## src/rtl/fxp_int_adder.sv

```systemverilog
// ---------------------------------------------------------------------------
// FxpIntAdder : registered two-operand fixed-point / integer adder
//
// Adds two operands that each carry their own signedness, width and fraction
// count, and converts the exact sum into the output format. The binary points
// are aligned first, the sum is formed at full precision, surplus fraction
// bits are dropped by flooring, and the result is saturated to the output
// range. One register stage, so results appear one cycle after in_valid.
//
// Ports
//   clk        : rising-edge clock
//   reset      : synchronous, active-high reset (overrides in_valid)
//   in_valid   : operands in1/in2 are valid this cycle
//   in1        : operand 1, I1_PREC bits, I1_FRAC fraction bits
//   in2        : operand 2, I2_PREC bits, I2_FRAC fraction bits
//   out_valid  : out and the flags hold a fresh result
//   out        : saturated, floored sum, O_PREC bits, O_FRAC fraction bits
//   ovf        : sum was above the largest output value (out = max)
//   udf        : sum was below the smallest output value (out = min)
//   rounded    : nonzero fraction bits were discarded
// ---------------------------------------------------------------------------
module fxp_int_adder #(
  parameter int TYPE    = 1,
  parameter int I1_SIGN = 1,
  parameter int I1_PREC = 8,
  parameter int I1_FRAC = 3,
  parameter int I2_SIGN = 1,
  parameter int I2_PREC = 16,
  parameter int I2_FRAC = 4,
  parameter int O_SIGN  = ((I1_SIGN != 0) || (I2_SIGN != 0)) ? 1 : 0,
  parameter int O_PREC  = (I1_PREC > I2_PREC) ? I1_PREC : I2_PREC,
  parameter int O_FRAC  = (I1_FRAC > I2_FRAC) ? I1_FRAC : I2_FRAC
) (
  input  logic               clk,
  input  logic               reset,
  input  logic               in_valid,
  input  logic [I1_PREC-1:0] in1,
  input  logic [I2_PREC-1:0] in2,
  output logic               out_valid,
  output logic [O_PREC-1:0]  out,
  output logic               ovf,
  output logic               udf,
  output logic               rounded
);

  // In integer mode every fraction count collapses to zero, which turns the
  // whole datapath into a plain saturating integer adder.
  localparam int I1F = (TYPE != 0) ? I1_FRAC : 0;
  localparam int I2F = (TYPE != 0) ? I2_FRAC : 0;
  localparam int OF  = (TYPE != 0) ? O_FRAC  : 0;

  // Common fraction count that every operand is brought up to.
  localparam int F12 = (I1F > I2F) ? I1F : I2F;
  localparam int FW  = (F12 > OF) ? F12 : OF;

  localparam int SH1 = FW - I1F;
  localparam int SH2 = FW - I2F;
  localparam int A1W = I1_PREC + SH1;
  localparam int A2W = I2_PREC + SH2;

  // Two guard bits: one for the carry of the addition, one so that an
  // unsigned operand still has a zero sign bit inside the signed word.
  localparam int SW  = ((A1W > A2W) ? A1W : A2W) + 2;

  localparam int RSH = FW - OF;

  // Comparison width must hold both the reduced sum and the output limits.
  localparam int CW  = (SW > O_PREC + 2) ? SW : O_PREC + 2;

  localparam logic signed [CW-1:0] ONE  = {{(CW-1){1'b0}}, 1'b1};
  localparam logic signed [CW-1:0] MAXV = (O_SIGN != 0) ? (ONE <<< (O_PREC - 1)) - ONE
                                                        : (ONE <<< O_PREC) - ONE;
  localparam logic signed [CW-1:0] MINV = (O_SIGN != 0) ? -(ONE <<< (O_PREC - 1))
                                                        : {CW{1'b0}};

  logic signed [SW-1:0] ext1;
  logic signed [SW-1:0] ext2;
  logic signed [SW-1:0] aligned1;
  logic signed [SW-1:0] aligned2;
  logic signed [SW-1:0] sumFull;
  logic signed [SW-1:0] reduced;
  logic signed [CW-1:0] reducedWide;
  logic                 dropped;

  logic              outValid_d, outValid_q;
  logic [O_PREC-1:0] out_d, out_q;
  logic              ovf_d, ovf_q;
  logic              udf_d, udf_q;
  logic              rounded_d, rounded_q;

  // Widen each operand into the signed working word: the fill bit is the
  // operand MSB only when that operand is declared signed.
  assign ext1 = {{(SW - I1_PREC){in1[I1_PREC-1] & (I1_SIGN != 0)}}, in1};
  assign ext2 = {{(SW - I2_PREC){in2[I2_PREC-1] & (I2_SIGN != 0)}}, in2};

  // Line up the binary points; the guard bits guarantee nothing falls off.
  assign aligned1 = ext1 <<< SH1;
  assign aligned2 = ext2 <<< SH2;
  assign sumFull  = aligned1 + aligned2;

  // Drop surplus fraction bits. An arithmetic right shift of a two's
  // complement value floors toward minus infinity, which is the intended
  // rounding; any nonzero shifted-out bit raises the rounded flag.
  generate
    if (RSH > 0) begin : g_reduce
      assign reduced = sumFull >>> RSH;
      assign dropped = |sumFull[RSH-1:0];
    end else begin : g_exact
      assign reduced = sumFull;
      assign dropped = 1'b0;
    end
  endgenerate

  assign reducedWide = CW'(reduced);

  // Range check and saturation. The result is captured only when in_valid is
  // high; otherwise the previous result and flags are held.
  always_comb begin
    outValid_d = in_valid;
    out_d      = out_q;
    ovf_d      = ovf_q;
    udf_d      = udf_q;
    rounded_d  = rounded_q;
    if (in_valid) begin
      out_d     = reducedWide[O_PREC-1:0];
      ovf_d     = 1'b0;
      udf_d     = 1'b0;
      rounded_d = dropped;
      if (reducedWide > MAXV) begin
        out_d = MAXV[O_PREC-1:0];
        ovf_d = 1'b1;
      end else if (reducedWide < MINV) begin
        out_d = MINV[O_PREC-1:0];
        udf_d = 1'b1;
      end
    end
  end

  // Single output register stage; reset clears the result and all flags.
  always_ff @(posedge clk) begin
    if (reset) begin
      outValid_q <= 1'b0;
      out_q      <= '0;
      ovf_q      <= 1'b0;
      udf_q      <= 1'b0;
      rounded_q  <= 1'b0;
    end else begin
      outValid_q <= outValid_d;
      out_q      <= out_d;
      ovf_q      <= ovf_d;
      udf_q      <= udf_d;
      rounded_q  <= rounded_d;
    end
  end

  assign out_valid = outValid_q;
  assign out       = out_q;
  assign ovf       = ovf_q;
  assign udf       = udf_q;
  assign rounded   = rounded_q;

endmodule

```

## config.mk

```make
export PLATFORM = sky130hd
export DESIGN_NAME = fxp_int_adder
export DESIGN_NICKNAME = d
export VERILOG_FILES = /design/src/rtl/fxp_int_adder.sv
export SDC_FILE = /design/constraint.sdc
export NUM_CORES = 1
export LEC_CHECK = 0
export CORE_AREA = 2 2 60 62
export DETAILED_ROUTE_END_ITERATION = 8
export DIE_AREA = 0 0 62 64
export GPL_ROUTABILITY_DRIVEN = 0
export PLACE_DENSITY = 0.88
export RECOVER_POWER = 100
export SLEW_MARGIN = 25
export SYNTH_ARGS = -nofsm -noshare
export SYNTH_HDL_FRONTEND = slang
export SYNTH_SLANG_ARGS = --single-unit
```

## constraint.sdc

```tcl
create_clock -name clk -period 5.6 [get_ports clk]
set_input_delay 1.12 -clock clk [delete_from_list [all_inputs] [get_ports clk]]
set_output_delay 1.12 -clock clk [all_outputs]
set_load 0.005 [all_outputs]
```

## Word level (Yosys, flattened, before mapping)

Cells that the tools add are included.

- $mul: 0
- $add $sub $neg: 1
- Reduce and logical (&&, ||, !) cells: 0
- Mux-type cells: 5
- Order comparisons: 2
- Shift operators: 0
- Bitwise logic cells: 0
- Equality and inequality tests: 0
- Div/mod/pow operators: 0

Operator list:

| cell | number |
|---|---|
| 16-bit two-way mux | 2 |
| 9-bit by 16-bit adder with 17-bit output | 1 |
| 17-bit by 16-bit greater-than comparator with 1-bit output (second input constant) | 1 |
| 17-bit by 16-bit < comparator with 1-bit output (second input constant) | 1 |
| 1-bit two-way mux | 3 |

- Memory bits (read-only): 0
- Logic and storage cells: 12
- Memories: 0
- Input port bits: 27
- Memory bits (writable): 0
- Output and inout port bits: 20
- Register bits: 19
- Bits in latches: 0

## Longest topological paths before layout

Gate-level depths: netlist (run 1).

- Depth after elaboration: 4
- Gate-level depth with buffers: 10
- Gate-level depth less buffers: 9

## Least setup slack after synthesis (run 1)

No wires, ideal clock.

- Kind: input to register
- Start: input port in1[0]
- End: register out_q[13], in the netlist out[13]
- Required time: 5.480 ns
- Path slack: 2.261 ns
- Stages on the path: 10
- Arrival time: 3.219 ns
- Buffers on the path: 1
- Setup time: 0.120 ns
- Cells stage by stage: ha_1 fa_1 a211oi_2 o21ai_2 a31oi_2 o21ai_2 xnor2_2 buf_6 a22oi_2 o31a_1

- Longest elaborated chain between the ends: 4
- Elaborated cells on any way between the ends: 5
- Those cells by class: add/sub: 1; order compare: 2; mux: 2

RTL lines:

| element | RTL line | RTL |
|---|---|---|
| start: declaration | 37 | `input logic [I1_PREC-1:0] in1,` |
| 9-bit by 16-bit adder with 17-bit output * | 99 | `assign sumFull = aligned1 + aligned2;` |
| 17-bit by 16-bit < comparator with 1-bit output | 132 | `end else if (reducedWide < MINV) begin` |
| 16-bit two-way mux | 132 |  |
| 16-bit two-way mux * | 129 | `if (reducedWide > MAXV) begin` |
| end signal: assignment | 149 | `out_q <= out_d;` |
| end: declaration | 86 | `logic [O_PREC-1:0] out_d, out_q;` |

Mark *: on every way between the ends. The rest lies on a longest branch, timed or not.
A chain may end at the register's enable or synchronous reset.

## Worst setup path after layout (run 1)

- Start: input port in1[0]
- End: register out_q[14], in the netlist out[14]

Same word-level chain as after synthesis.

==> results of run 1 <==
[per-stage QoR]
step	instances	utilization (%)	power [mW]	area [µm²]	setup WS (ps)
finish	275	63.8	0.433	2100	1120
global route	275	63.8	0.468	2100	850
CTS	275	64.5	0.448	2120	1700
detailed placement	271	63.7	0.378	2090	1370
global placement	271	63.7	0.372	2090	1460
floorplan	188	-	0.310	1630	2260
[how the worst min path moves through the flow]
| stage | from | end | slack, ps | cells past startpoint |
|---|---|---|---|---|
| CTS | udf$_SDFFE_PP0P_ | udf$_SDFFE_PP0P_ | 480 | 2 |
| global route | udf$_SDFFE_PP0P_ | udf$_SDFFE_PP0P_ | 510 | 2 |
| global placement | udf$_SDFFE_PP0P_ | udf$_SDFFE_PP0P_ | 460 | 2 |
| detailed placement | udf$_SDFFE_PP0P_ | udf$_SDFFE_PP0P_ | 470 | 2 |
| finish | udf$_SDFFE_PP0P_ | udf$_SDFFE_PP0P_ | 480 | 2 |
| floorplan | udf$_SDFFE_PP0P_ | udf$_SDFFE_PP0P_ | 460 | 2 |
[sequential cells by signal, summed over array words and instances, names as in the netlist]
register   cells
out           16
out_valid      1
ovf            1
udf            1
[cells in the final DEF, fill, tap and decap left out, types with 2 or more instances in the layout]
cell	instances
a211oi_2	7
clkdlybuf4s50_1	25
ha_1	15
xor2_1	4
o21ai_0	4
maj3_1	13
nand2b_1	2
nor2b_1	3
nand2_1	7
a31oi_1	3
inv_1	9
nor2_1	27
dlygate4sd3_1	20
xnor2_1	5
nor3_1	5
a211oi_1	7
nand3_1	3
a21oi_1	12
o21ai_2	4
o211ai_1	3
o2111ai_1	2
clkbuf_4	3
dfxtp_1	19
[worst max-delay path: stages]
cell	delay, ps
clkdlybuf4s50_1	400
ha_1	230
fa_1	440
a211oi_2	250
o21ai_2	100
a31oi_1	300
o21ai_2	110
xnor2_1	1180
a2111oi_1	240
a211o_1	290
[area by class of cell]
class                           instances  share of cell area, %
Sequential cell                        19                   18.1
Timing Repair Buffer                   46                   21.8
Clock inverter                          1                  0.239
Inverter                                9                   1.61
Multi-Input combinational cell        151                   54.4
Tap cell                               46                   2.74
Clock buffer                            3                   1.07
[report_power, final]
group / leakage, nW / total [mW] / internal [mW] / switching, mW
clock network: 0.0177 / 0.0698 / 0.0266 / 0.0432
registers: 0.158 / 0.158 / 0.150 / 0.00781
logic: 0.651 / 0.205 / 0.103 / 0.102
[metal layers]
metal	wire (µm)	part of all wire [%]	track usage, %	up-vias
met5	0	0	0	-
met4	19	0.54	3.19	0
met3	155	4.4	2.23	2
met2	1650	47	31.1	41
met1	1670	48	27.3	684
li1	-	-	-	772
[logic make-up (layout without fill, tap and decap cells)]
logic type / count (synthesis) / count (layout) / share of synthesized area [%]
adder cells (fa/ha/maj): 29 / 29 / 21.1
flip-flops: 19 / 19 / 23.3
XOR/XNOR: 9 / 9 / 5.29
other: 1 / 1 / 0.230
buffers and inverters: 18 / 59 / 5.59
AND/OR/NAND/NOR: 58 / 58 / 17.3
AO/OA/AOI/OAI: 53 / 53 / 26.5
multiplexers: 1 / 1 / 0.613
==> out/summary.txt, run 1 <==
outcome = finished with violations
failing checks = max-capacitance violations, max-slew violations
final setup TNS = 0 ps
RR Endpoint = out[14]$_SDFFE_PP0P_
deepest clock path buffer count = 2
startpoint of the worst register-to-register path = out[14]$_SDFFE_PP0P_
synth top area cells = dfxtp_1, ha_1, nor2_1, a211oi_2, maj3_1
MaxCap Viol Count = 1
Area Overhead vs Synth = 28.4%
Nets = 273
min Tclk post-route = 4480 ps
synth warn = 0
Routed WL = 3.49 mm
top-area cell type share of the netlist area = 23.3%
GR Util All Layers = 19.2%
Synth Net Count = 231
Final Setup Violations = 0
worst skew pair latency = 300 ps
hold buffers post-CTS = 0
Worst Path Arrival = 4670 ps
I/O pin count = 47
core area = 0.00328 mm²
Seq cells post-synth = 19
post_cts resized = 0
vias per inst = 5.45
top-count cell post-synth = nor2_1
initial antenna violation count = 0
Die X = 62 µm
clk sink count = 19
Slew headroom = -3.67%
register area share after synthesis = 23.3%
Static Leakage = 0.827 nW
crit path capture = out[14]$_SDFFE_PP0P_
via count = 1499
top cells by count, synth = nor2_1, dfxtp_1, ha_1
H-tree depth = 1
vias in the first global route = 1416
post-route ant nets = 0
worst hold slack = 477 ps
number of diodes = 0
r2r setup slk = 4740 ps
Syn Area/Cell = 8.69 µm²
max-slew violation count = 19
crit end category = register
DRT Pass-1 Iters = 5
skew final = 0 ps
number of DRC markers in iteration 0 = 105
placed wire-length estimate = 2.76 mm
multi-input logic area = 0.00114 mm²
Post-CTS Setup Inserts = 0
final hold violations = 0
Hold Path Class = register to register
Max Clk Rate = 223 MHz
Die H = 64 µm
first-pass GRT wire length = 6.18 mm
drt wl/cell = 12.7 µm
CTS tree = done
crit path max fanout = 18
worst r2r path cells = 2
Crit. Startpoint = in1[0]
fillers = 269
DR DRC count = 0
clock-pin slew on the worst setup and hold paths = 110 ps
row count = 21
GR Overflow Total = 0
critical path class = input pin to register
Final Cycle Share = 79.9%
pwr dens = 207 mW/mm²
Peak VDD IR = 69.8 µV
cell taking the most area after synthesis = dfxtp_1
Seq. cell area = 380 µm²
CTS Buf Count = 3
synthesized area = 0.00163 mm²
# port buffers = 45
Worst EP required = 5800 ps
Post-synth EDFFs = 0
Starting Density = 49.7%
Mapped Cells = 188
crit start category = input pin
largest net degree at the start of global routing = 32
ys async rst share = 0%
die area = 0.00397 mm²
Root Driver = clkbuf_4
most frequently used flop master after synthesis = dfxtp_1
RSZ-0062 raised after global routing = false
share of post-route cells with drive strength above 1 = 8.73%
library cells used by synthesis = 52
worst-margin pin slew = 1540 ps
(Power assumes the default switching activity.)
==> run 2: changes to the inputs <==
--- a/config.mk
+++ b/config.mk
@@ -5,11 +5,11 @@
 export SDC_FILE = /design/constraint.sdc
 export NUM_CORES = 1
 export LEC_CHECK = 0
-export CORE_AREA = 2 2 60 62
+export CORE_AREA = 2 2 62 64
 export DETAILED_ROUTE_END_ITERATION = 8
-export DIE_AREA = 0 0 62 64
+export DIE_AREA = 0 0 64 66
 export GPL_ROUTABILITY_DRIVEN = 0
-export PLACE_DENSITY = 0.88
+export PLACE_DENSITY = 0.83
 export RECOVER_POWER = 100
 export SLEW_MARGIN = 25
 export SYNTH_ARGS = -nofsm -noshare
==> constraint.sdc (replaced) <==
create_clock -name clk -period 4.2 [get_ports clk]
set_input_delay 0.84 -clock clk [delete_from_list [all_inputs] [get_ports clk]]
set_output_delay 0.84 -clock clk [all_outputs]
set_load 0.005 [all_outputs]
==> out/summary.txt, run 2 (synthesized netlist as in run 1, its figures left out) <==
outcome = finished, final reports clean
clk sink count = 19
skew final = 0 ps
cell family contributing the most delay on the critical path = compound AO/OA/AOI/OAI gates
max reg flops = 16
critical path class = input pin to register
Area Overhead vs Synth = 29.6%
worst-margin pin slew = 817 ps
worst hold slack = 476 ps
crit end category = register
critical-path cell list = dlygate4sd3_1 > ha_1 > o2111ai_1 > a21oi_1 > o21ai_0 > a21oi_1 > o32ai_4 > buf_4 > maj3_1 > a211oi_2
first-pass GRT wire length = 5.90 mm
Worst path max stage delay = 670 ps
drt wl/cell = 11.8 µm
deepest clock path buffer count = 2
Static Leakage = 0.843 nW
vias per inst = 5.29
crit path max fanout = 19
crit path capture = out[11]$_SDFFE_PP0P_
initial antenna violation count = 0
max-slew violation count = 0
share of post-route cells with drive strength above 1 = 9.52%
hold buffers post-CTS = 0
startpoint of the worst register-to-register path = out[14]$_SDFFE_PP0P_
DRT Pass-1 Iters = 4
Hold Path Stages = 2
DR DRC count = 0
most frequent cells in the layout = nor2_1, clkdlybuf4s50_1, dlygate4sd3_1
Crit-path slowest cell = dlygate4sd3_1
commonest non-fill, non-tap cell in the layout = nor2_1
post_cts resized = 0
Post-CTS Setup Inserts = 0
I/O pin count = 47
core area = 0.00355 mm²
clock-pin slew on the worst setup and hold paths = 100 ps
Levels on crit path = 10
non-filler cells, final = 279
GR Overflow Total = 0
post-route ant nets = 0
CTS tree = done
H-tree depth = 1
placed wire-length estimate = 2.61 mm
via count = 1477
Finished Cell Area = 0.00212 mm²
crit start category = input pin
Final Setup Violations = 0
number of diodes = 0
CTS Buf Count = 3
Starting Density = 46.0%
RSZ-0062 raised after global routing = false
Routed WL = 3.31 mm
worst r2r path cells = 2
Die H = 66 µm
largest net degree at the start of global routing = 32
Nets = 275
most frequent CP cell = a21oi_1
Slew headroom = 45.4%
GR Util All Layers = 17.0%
Worst Path Arrival = 3720 ps
final hold violations = 0
MaxCap Viol Count = 0
row count = 22
Final Cycle Share = 83.3%
Placed Instance Area = 0.00211 mm²
Peak VDD IR = 105 µV
Worst EP required = 4420 ps
number of DRC markers in iteration 0 = 75
pwr dens = 273 mW/mm²
worst skew pair latency = 300 ps
RR Endpoint = out[14]$_SDFFE_PP0P_
Root Driver = clkbuf_4
min Tclk post-route = 3500 ps
Die X = 64 µm
# port buffers = 45
final setup TNS = 0 ps
r2r setup slk = 3380 ps
Hold Path Class = register to register
die area = 0.00422 mm²
Crit. Startpoint = in1[7]
# placed instances = 275
Max Clk Rate = 286 MHz
vias in the first global route = 1355
Buf/Inv on CP = 2
total power = 578 µW
-- run 2: stage by stage --
stage          utilization (%)  setup WS [ps]
6_report                  59.6            702
5_1_grt                   59.6            487
4_1_cts                   60.1            799
3_5_place_dp              59.4            481
3_3_place_gp              59.4            606
2_1_floorplan                -           1140
-- run 2: tightest hold or removal path, delay by kind of cell, from the launching register on --
family          cells  cell delay, ps
simple gates        1              60
compound gates      1              50
flops               1             320
-- run 2: area by class of cell --
cell class / instances / area [µm²]
fillers: 307 / 1440
multi-input cells: 151 / 1140
repair buffers: 48 / 473
flip-flops and latches: 19 / 380
well taps: 48 / 60.1
inverters: 9 / 33.8
clock buffers: 3 / 22.5
clock inverters: 1 / 5.00
-- run 2: worst min path at each step --
stage	from	end	slack, ps
2_1_floorplan	udf$_SDFFE_PP0P_	udf$_SDFFE_PP0P_	460
3_3_place_gp	udf$_SDFFE_PP0P_	udf$_SDFFE_PP0P_	460
3_5_place_dp	udf$_SDFFE_PP0P_	udf$_SDFFE_PP0P_	470
4_1_cts	udf$_SDFFE_PP0P_	udf$_SDFFE_PP0P_	480
5_1_grt	udf$_SDFFE_PP0P_	udf$_SDFFE_PP0P_	490
6_report	udf$_SDFFE_PP0P_	udf$_SDFFE_PP0P_	480
-- run 2: where the power goes --
| part | total (mW) | internal [mW] | switching [mW] |
|---|---|---|---|
| combinational | 0.277 | 0.143 | 0.134 |
| clock | 0.0909 | 0.0356 | 0.0554 |
| sequential | 0.210 | 0.200 | 0.00935 |
| total | 0.578 | 0.379 | 0.198 |
-- run 2: routing by layer --
layer | track usage, % | part of all wire [%] | vias up
met5 | 0 | 0 | -
met4 | 4.89 | 1.0 | 0
met3 | 1.53 | 4.0 | 4
met2 | 29.8 | 49 | 36
met1 | 22.1 | 46 | 658
li1 | - | - | 779
==> run 3: changes to the inputs <==
==> constraint.sdc (replaced) <==
create_clock -name clk -period 3.5 [get_ports clk]
set_input_delay 0.7 -clock clk [delete_from_list [all_inputs] [get_ports clk]]
set_output_delay 0.7 -clock clk [all_outputs]
set_load 0.005 [all_outputs]
==> out/summary.txt, run 3 (synthesized netlist as in run 1, its figures left out) <==
Root Driver = clkbuf_4
Nets = 279
post-route ant nets = 0
Final Setup Violations = 0
Peak VDD IR = 130 µV
Worst EP required = 3700 ps
skew final = 0 ps
worst skew pair latency = 290 ps
commonest non-fill, non-tap cell in the layout = nor2_1
Post-CTS Setup Inserts = 0
via count = 1511
worst hold slack = 469 ps
Worst path max stage delay = 670 ps
DRT Pass-1 Iters = 4
drt wl/cell = 11.7 µm
min Tclk post-route = 3230 ps
max reg flops = 16
# port buffers = 45
CTS Buf Count = 3
placed wire-length estimate = 2.65 mm
clk sink count = 19
Static Leakage = 0.861 nW
crit start category = input pin
core area = 0.00355 mm²
critical-path cell list = dlygate4sd3_1 > ha_1 > o2111ai_1 > a21oi_1 > o21ai_0 > a21oi_2 > o32ai_1 > buf_12 > maj3_1 > a211oi_1
GR Overflow Total = 0
Routed WL = 3.30 mm
share of post-route cells with drive strength above 1 = 10.2%
most frequent cells in the layout = nor2_1, clkdlybuf4s50_1, dlygate4sd3_1
Slew headroom = 40.4%
Final Cycle Share = 92.2%
Hold Path Class = register to register
crit path max fanout = 19
GR Util All Layers = 16.5%
hold buffers post-CTS = 0
largest net degree at the start of global routing = 31
vias per inst = 5.34
initial antenna violation count = 0
Placed Instance Area = 0.00216 mm²
critical path class = input pin to register
crit end category = register
number of diodes = 0
multi-input logic area = 0.00112 mm²
Die H = 66 µm
die area = 0.00422 mm²
outcome = finished, final reports clean
max-slew violation count = 0
RSZ-0062 raised after global routing = false
MaxCap Viol Count = 0
Die X = 64 µm
post_cts resized = 0
Seq. cell area = 380 µm²
DR DRC count = 0
Max Clk Rate = 310 MHz
CTS tree = done
Starting Density = 46.0%
final setup TNS = 0 ps
vias in the first global route = 1354
clock-pin slew on the worst setup and hold paths = 100 ps
first-pass GRT wire length = 5.77 mm
Area Overhead vs Synth = 31.5%
deepest clock path buffer count = 2
fillers = 314
I/O pin count = 47
pwr dens = 328 mW/mm²
Finished Cell Area = 0.00215 mm²
Worst Path Arrival = 3430 ps
row count = 22
fin util = 60.5%
worst-margin pin slew = 894 ps
H-tree depth = 1
Crit-path slowest cell = dlygate4sd3_1
final hold violations = 0
number of DRC markers in iteration 0 = 60
[run 3: final timing paths]
check,slack (ps),endpoint,cells past startpoint,startpoint
setup / recovery,270,out[6]$_SDFFE_PP0P_,10,in1[7]
hold / removal,470,udf$_SDFFE_PP0P_,2,udf$_SDFFE_PP0P_
setup reg to reg,2660,out[14]$_SDFFE_PP0P_,2,out[14]$_SDFFE_PP0P_
hold reg to reg,470,udf$_SDFFE_PP0P_,2,udf$_SDFFE_PP0P_
[run 3: metrics by stage]
step | instances | total power, mW | setup slack, ps
after floorplan | 188 | 0.496 | 581
after CTS | 283 | 0.734 | 372
after global routing | 283 | 0.762 | 137
final | 283 | 0.704 | 272
after global placement | 279 | 0.621 | 127
after detailed placement | 279 | 0.627 | 49.9
[run 3: power breakdown]
part           internal [mW]  total, mW  switching, mW  leakage, nW
Clock                 0.0444      0.106         0.0619       0.0150
Combinational          0.185      0.346          0.161        0.688
Sequential             0.241      0.252         0.0111        0.158
[run 3: worst max-delay path, delay by kind of cell]
| family | cells | cell delay, ps |
|---|---|---|
| AO/OA/AOI/OAI | 6 | 1060 |
| buffers and inverters | 2 | 850 |
| adder cells (fa/ha/maj) | 2 | 820 |
[run 3: final cells by class]
cell class / instances / share of cell area, %
flip-flops and latches: 19 / 17.7
well taps: 48 / 2.80
clock buffers: 4 / 1.22
inverters: 9 / 1.57
repair buffers: 52 / 24.4
multi-input cells: 151 / 52.3
[run 3: metal layers]
| layer | track usage, % | up-vias | share of wire [%] |
|---|---|---|---|
| li1 | - | 781 | - |
| met1 | 21.5 | 688 | 46 |
| met2 | 28.5 | 37 | 49 |
| met3 | 1.36 | 5 | 3.6 |
| met4 | 5.71 | 0 | 1.4 |
| met5 | 0 | - | 0 |
